$ cat config.mk
export PLATFORM = sky130hd
export DESIGN_NAME = rob_alloc
export DESIGN_NICKNAME = d
export VERILOG_FILES = /design/src/rtl/proc.sv /design/src/rtl/rob_ptr.sv /design/src/rtl/rob_alloc.sv
export SDC_FILE = /design/constraint.sdc
export NUM_CORES = 1
export LEC_CHECK = 0
export ABC_AREA = 1
export BUFFER_PORTS_ARGS = -buffer_cell sky130_fd_sc_hd__clkbuf_2
export CORE_MARGIN = 8
export CORE_UTILIZATION = 55
export DETAILED_ROUTE_END_ITERATION = 7
export GPL_TIMING_DRIVEN = 0
export PLACE_DENSITY = 0.8
export REMOVE_ABC_BUFFERS = 1
export SYNTH_ARGS = -nofsm -noshare
export SYNTH_HDL_FRONTEND = slang
export SYNTH_SLANG_ARGS = --single-unit
$ cat constraint.sdc
create_clock -name clk -period 2.6 [get_ports clk]
set_input_delay 0.13 -clock clk [delete_from_list [all_inputs] [get_ports clk]]
set_output_delay 0.13 -clock clk [all_outputs]
set_load 0.005 [all_outputs]
$ cat src/rtl/proc.sv
// Shared processor-wide parameters used across the issue/commit slice.
package proc;
  localparam int ROB_SLOTS    = 16;
  localparam int ROB_IDX_BITS = 4;
endpackage

$ cat src/rtl/rob_ptr.sv
// Wrap-around pointer register: increments modulo 2**W, cleared by flush or reset.
module rob_ptr #(
  parameter int W = 4
) (
  input  logic         clk,
  input  logic         rst,
  input  logic         clr,
  input  logic         inc,
  output logic [W-1:0] ptr
);
  logic [W-1:0] ptr_q, ptr_d;

  always_comb begin
    ptr_d = ptr_q;
    if (clr)      ptr_d = '0;
    else if (inc) ptr_d = ptr_q + 1'b1;
  end

  always_ff @(posedge clk) begin
    if (rst) ptr_q <= '0;
    else     ptr_q <= ptr_d;
  end

  assign ptr = ptr_q;
endmodule

$ cat src/rtl/rob_alloc.sv
// In-order ROB slot allocator: hands out tail tags, mirrors the ROB head from
// commit pulses, and tracks occupancy and per-slot busy bits.
module rob_alloc
  import proc::*;
#(
  parameter int ROB_SLOTS    = proc::ROB_SLOTS,
  parameter int ROB_IDX_BITS = proc::ROB_IDX_BITS
) (
  input  logic                    clk,
  input  logic                    rst,
  input  logic                    clear,
  input  logic                    allocReq,
  output logic                    allocGnt,
  output logic [ROB_IDX_BITS-1:0] allocIdx,
  input  logic                    commit,
  output logic [ROB_IDX_BITS-1:0] headIdx,
  output logic [ROB_IDX_BITS:0]   count,
  output logic                    full,
  output logic                    empty,
  output logic [ROB_SLOTS-1:0]    busyVec,
  output logic                    commitErr
);
  localparam logic [ROB_IDX_BITS:0] SLOTS_CNT = (ROB_IDX_BITS+1)'(ROB_SLOTS);

  logic [ROB_IDX_BITS:0]   count_q, count_d;
  logic [ROB_SLOTS-1:0]    busy_q, busy_d;
  logic                    commit_err_q, commit_err_d;
  logic [ROB_IDX_BITS-1:0] tail, head;
  logic                    gnt, commit_ok;

  assign full  = (count_q == SLOTS_CNT);
  assign empty = (count_q == '0);

  // Full is judged on registered count only, so commit never reaches allocGnt.
  assign gnt       = allocReq && !full && !clear && !rst;
  assign commit_ok = commit && !empty && !clear && !rst;

  rob_ptr #(.W(ROB_IDX_BITS)) u_tail (
    .clk (clk),
    .rst (rst),
    .clr (clear),
    .inc (gnt),
    .ptr (tail)
  );

  rob_ptr #(.W(ROB_IDX_BITS)) u_head (
    .clk (clk),
    .rst (rst),
    .clr (clear),
    .inc (commit_ok),
    .ptr (head)
  );

  always_comb begin
    count_d      = count_q;
    busy_d       = busy_q;
    commit_err_d = commit_err_q;
    if (clear) begin
      count_d = '0;
      busy_d  = '0;
    end else begin
      count_d = count_q + {{ROB_IDX_BITS{1'b0}}, gnt}
                        - {{ROB_IDX_BITS{1'b0}}, commit_ok};
      // head == tail only when empty or full, so set and clear never collide.
      if (gnt)       busy_d[tail] = 1'b1;
      if (commit_ok) busy_d[head] = 1'b0;
      if (commit && empty) commit_err_d = 1'b1;
    end
  end

  always_ff @(posedge clk) begin
    if (rst) begin
      count_q      <= '0;
      busy_q       <= '0;
      commit_err_q <= 1'b0;
    end else begin
      count_q      <= count_d;
      busy_q       <= busy_d;
      commit_err_q <= commit_err_d;
    end
  end

  assign allocGnt  = gnt;
  assign allocIdx  = tail;
  assign headIdx   = head;
  assign count     = count_q;
  assign busyVec   = busy_q;
  assign commitErr = commit_err_q;
endmodule

**Yosys cells after proc, flatten, opt, wreduce, memory -nomap -nowiden**

Index checks and enable logic that the tools add are counted.

- Register bits: 30
- Output and inout port bits: 33

- $add $sub $neg: 4
- Magnitude comparators: 4
- Equal/unequal tests: 1
- Muxes and demuxes: 7
- Bitwise logic cells: 4
- Reductions and logical operators: 16

Operators by type and width:

| kind | count |
|---|---|
| $mux 16 | 3 |
| $and 16x16->16 | 1 |
| $not 16->16 | 1 |
| $or 16x16->16 | 1 |
| $lt 4x5->1 const B | 2 |
| $logic_and 1x1->1 | 9 |
| $add 4x1->4 const B | 2 |
| $demux 1 s4 | 2 |
| $ge 4x1->1 const B | 2 |
| $add 5x1->5 | 1 |
| $eq 5x5->1 const B | 1 |
| $logic_not 5->1 | 1 |
| $sub 5x1->5 | 1 |
| $logic_not 1->1 | 4 |
| $mux 1 | 2 |
| $reduce_and 2->1 | 1 |
| $reduce_or 2->1 | 1 |
| $not 1->1 | 1 |

**Depth between registers and ports, before layout**

- Depth in word-level cells: 9
- Gate-level depth with buffers: 17
- Gate-level depth less buffers: 17

**By module**

Synthesis repeated with hierarchy kept, for this count alone.

- Cell total of the unflattened synthesis: 295
- Area total of the unflattened synthesis: 1860.5 um2

Modules (own cells, without submodules):

| module | instances | cells an instance | area an instance (um2) | sequential area each (um2) |
|---|---|---|---|---|
| rob_alloc | 1 | 251 | 1522.7 | 440.4 |
| rob_ptr | 2 | 22 | 168.9 | 80.1 |

**Worst setup path before layout**

OpenSTA, ideal clock, no wires.

- Kind: register to register
- Start: register count_q[3], in the netlist count[3]
- End: register count_q[4], in the netlist count[4]
- Setup time: 0.113 ns
- Arrival: 2.081 ns
- Data required time: 2.487 ns
- Path slack: 0.407 ns
- Cell stages (with the launch flop): 17
- Buffers on the path: 0
- Clock period less this slack: 2.193 ns
- Cell sequence: dfxtp_1 inv_1 ha_1 nand3b_4 nand2_4 inv_1 ha_1 inv_1 ha_1 inv_1 fa_1 inv_1 nand2_1 nand2_1 a21oi_1 nor2_1 nor2_1

- Longest elaborated chain between the ends: 7

Ends and longest elaborated chain:

| what | RTL line | text |
|---|---|---|
| from (decl) | rob_alloc.sv:25 | `logic [ROB_IDX_BITS:0] count_q, count_d;` |
| from (signal assigned) | rob_alloc.sv:77 | `count_q <= count_d;` |
| $eq 5x5->1 | rob_alloc.sv:31 | `assign full = (count_q == SLOTS_CNT);` |
| $logic_not 1->1 | rob_alloc.sv:35 | `assign gnt = allocReq && !full && !clear && !rst;` |
| $logic_and 1x1->1 (3 in a row) | rob_alloc.sv:35 |  |
| $add 5x1->5 | rob_alloc.sv:62 | `count_d = count_q + {{ROB_IDX_BITS{1'b0}}, gnt}` |
| $sub 5x1->5 (*) | rob_alloc.sv:63 | `- {{ROB_IDX_BITS{1'b0}}, commit_ok};` |

Mark *: on every way between the ends. The rest lies on a longest branch, timed or not.
A chain may end at the register's enable or synchronous reset.

**Worst setup path after layout**

Same ends and word-level chain as after synthesis.

==> impl_metrics.csv <==
group,metric,value,unit
sta,min_period,2.37,ns
routing,wl_per_cell,10.8,µm
grt,first_global_vias,1564,
run_status,outcome,"finished clean",
finish,syn_to_final_growth,15.7,%
grt,track_usage,15.6,%
finish,num_antenna_cells,0,
grt,antenna_found_initial,0,
yosys,syn-cell-area,1880,µm²
die,start_util,56.7,%
sta,fin_ws,0.232,ns
pwr,comb_power_share,11.6,%
sta,hold_viol,0,
flow_run,cap_violations,0,
yosys,yosys.area_share.simple,38.8,%
pwr,leakage,1.11,nW
worst_setup_path,cp_slowest_cell,"fa_1",
worst_setup_path,endpoint_kind,"flop",
pwr,p_per_area,378,nW/µm²
yosys,synth_cells,285,
clock_tree,path_clk_slew,0.09,ns
finish,layout_commonest_cell,"nand2_1",
worst_setup_path,critPathRequiredTime,2.87,ns
routing,vias,1757,
yosys,synth_mux_area_share,0,%
die,coreArea,3310,µm²
routing,drcViolationCount,0,
sta,setup_viol,0,
pwr,p_int,602,µW
clock_tree,cts_root_buf,"clkbuf_4",
sta,slew_viol_final,0,
pwr,pwr-share-seq,57.4,%
worst_setup_path,cp_slowest_stage_delay,0.35,ns
yosys,synthAdderAreaFrac,10.4,%
worst_setup_path,crit_fanout,5,
pwr,peakVddDrop,0.304,mV
yosys,ys_seq_elements,30,
yosys,yosys_warnings,0,
yosys,synth_compound_area_share,2.60,%
sta,rsz0062_at_grt,"false",
pwr,pwr-share-clk,31.1,%
die,die_x,74.4,µm
routing,routed_via_density,4.74,
die,die-area,5540,µm²
routing,dr.pass1.iters,4,
worst_setup_path,path_delay_family,"adder cells",
clock_tree,cts_hold_buffers,0,
placed_design,placed_area,2070,µm²
pwr,power.switching,219,µW
routing,ant_nets,0,
worst_setup_path,crit_arrival,2.64,ns
clock_tree,cts.path.max_buffers,2,
sta,worst_pin_slew,0.713,ns
worst_setup_path,cpMostUsedCell,"inv_1",
clock_tree,cts_buffers,5,
finish,nNetsFinal,345,
sta,fin_skew,0.0110,ns
finish,design_area,2170,µm²
yosys,seq_area_frac_synth,32.0,%
sta,tns,0,ns
clock_tree,htreeDepth,2,
finish,drive_gt1_share,17.2,%
placed_design,place_ws,-0.0909,ns
routing,drt_wl_total,4000,µm
worst_setup_path,path_buf_inv,5,
die,die_height,74.4,µm
finish,nFillCells,307,
clock_tree,cts_sinks,30,
sta,relSlewSlack,52.4,%
yosys,ys_types,22,
routing,drtIter0Drc,138,
clock_tree,clk_latency,0.33,ns
grt,grt_pass1_wl,6700,µm
worst_setup_path,crit_chain,"inv_1, ha_4, nand3b_4, nand2_8, inv_1, ha_1, inv_1, ha_1, inv_1, fa_1, inv_1, nand2_1, nand2_1, a21oi_1, nand2_1, nand2_1, nor2_1",
sta,fin_crit_sh,91.1,%
clock_tree,cts_tree,"built",
pwr,p_sw_share,26.7,%
hold_path,hp-class,"in -> reg",
sta,fmax,422,MHz
die,boundaryPins,38,
finish,fin_util,65.6,%
die,rows,21,
yosys,syn_avg_cell_area,6.59,µm²
grt,grt_overflow,0,
grt,grt_max_degree,24,
yosys,synth_top_family_by_area,"simple AND/OR/NAND/NOR gates",
worst_setup_path,start_kind,"flop",
placed_design,gp_congestion,0.927,
worst_setup_path,critPathKind,"reg -> reg",
placed_design,hpwl,2990,µm
yosys,synthXorXnorAreaFrac,1.40,%
finish,layout_common_cells,"68 x nand2_1, 58 x inv_1, 44 x nor2_1",
placed_design,port-buffer-count,37,
-- worst min-delay path: stages --
cell      delay, ns
clkbuf_2       0.08
inv_2          0.06
a22o_1         0.13
-- kinds of logic (layout without fill, tap and decap cells) --
kind of cell / after synthesis / in the layout
buffers and inverters: 67 / 107
XOR/XNOR: 3 / 3
AO/OA/AOI/OAI: 9 / 9
adder cells (fa/ha/maj): 15 / 15
AND/OR/NAND/NOR: 161 / 161
flip-flops: 30 / 30
-- metal layers --
metal,share of wire (%),vias up,global-route usage (%)
met5,0,-,0
met2,47,44,24.8
met4,1.5,0,6.30
met3,7.6,6,5.66
li1,-,942,-
met1,44,765,18.6
-- registers in the layout (all words and copies together) (netlist names) --
signal / count
busyVec: 16
commitErr: 1
count: 5
u_head.ptr: 4
u_tail.ptr: 4
-- power by group through the flow --
stage                     sequential (mW)  combinational (mW)  clock [mW]
after floorplan                     0.481              0.0588           0
after global placement              0.481              0.0836           0
after detailed placement            0.481              0.0853           0
after CTS                           0.471              0.0859       0.264
after global routing                0.472               0.105       0.288
final                               0.471              0.0949       0.255
-- metrics by stage --
stage               std cells  hold slack, ns  total power, mW
global route              371           0.117            0.865
global placement          361           0.450            0.565
finish                    371           0.103            0.821
floorplan                 278           0.339            0.540
CTS                       368          0.0981            0.821
detailed placement        361           0.451            0.566
-- worst paths after layout --
| check | from | to | slack [ns] | cells after the start |
|---|---|---|---|---|
| worst max-delay path | count[3] | count[4] | 0.23 | 17 |
| worst min-delay path | rst | commitErr | 0.10 | 3 |
| worst max register to register | count[3] | count[4] | 0.23 | 17 |
| worst min register to register | commitErr | commitErr | 0.49 | 1 |
-- repair_timing --
item | CTS | global route
pin swaps | 0 | 1
setup buffers | 0 | 3
gates cloned | 0 | 0
hold endpoints to repair | 0 | 0
gates resized for setup | 1 | 5
setup endpoints to repair | 1 | 1
-- cell type report --
cell class	count	area (µm²)	area share, %
Multi-Input combinational cell	188	1040	47.7
Inverter	60	225	10.4
Timing Repair Buffer	40	208	9.56
Tap cell	46	57.6	2.65
Clock buffer	7	45.0	2.07
Sequential cell	30	601	27.6
-- synth_stat cells --
cell type   n  area (µm²)
nand2_4     3        33.8
o21ai_1     2        10.0
dfxtp_1    30         601
fa_1        1        20.0
xor2_1      3        26.3
o21ai_0     2        10.0
nand2_1    68         255
inv_2       2        7.51
inv_1      58         218
ha_1       14         175
nand3b_4    1        20.0
nor3_1     12        60.1
nor2_1     44         165
buf_2       4        20.0
buf_6       3        33.8
nand3_1    25         125
nand4_1     5        31.3
a21oi_1     4        20.0
a22o_1      1        8.76
nor2_4      1        11.3
nor2_2      1        6.26
nor2_8      1        20.0
Power figures use the tool's default switching activity.
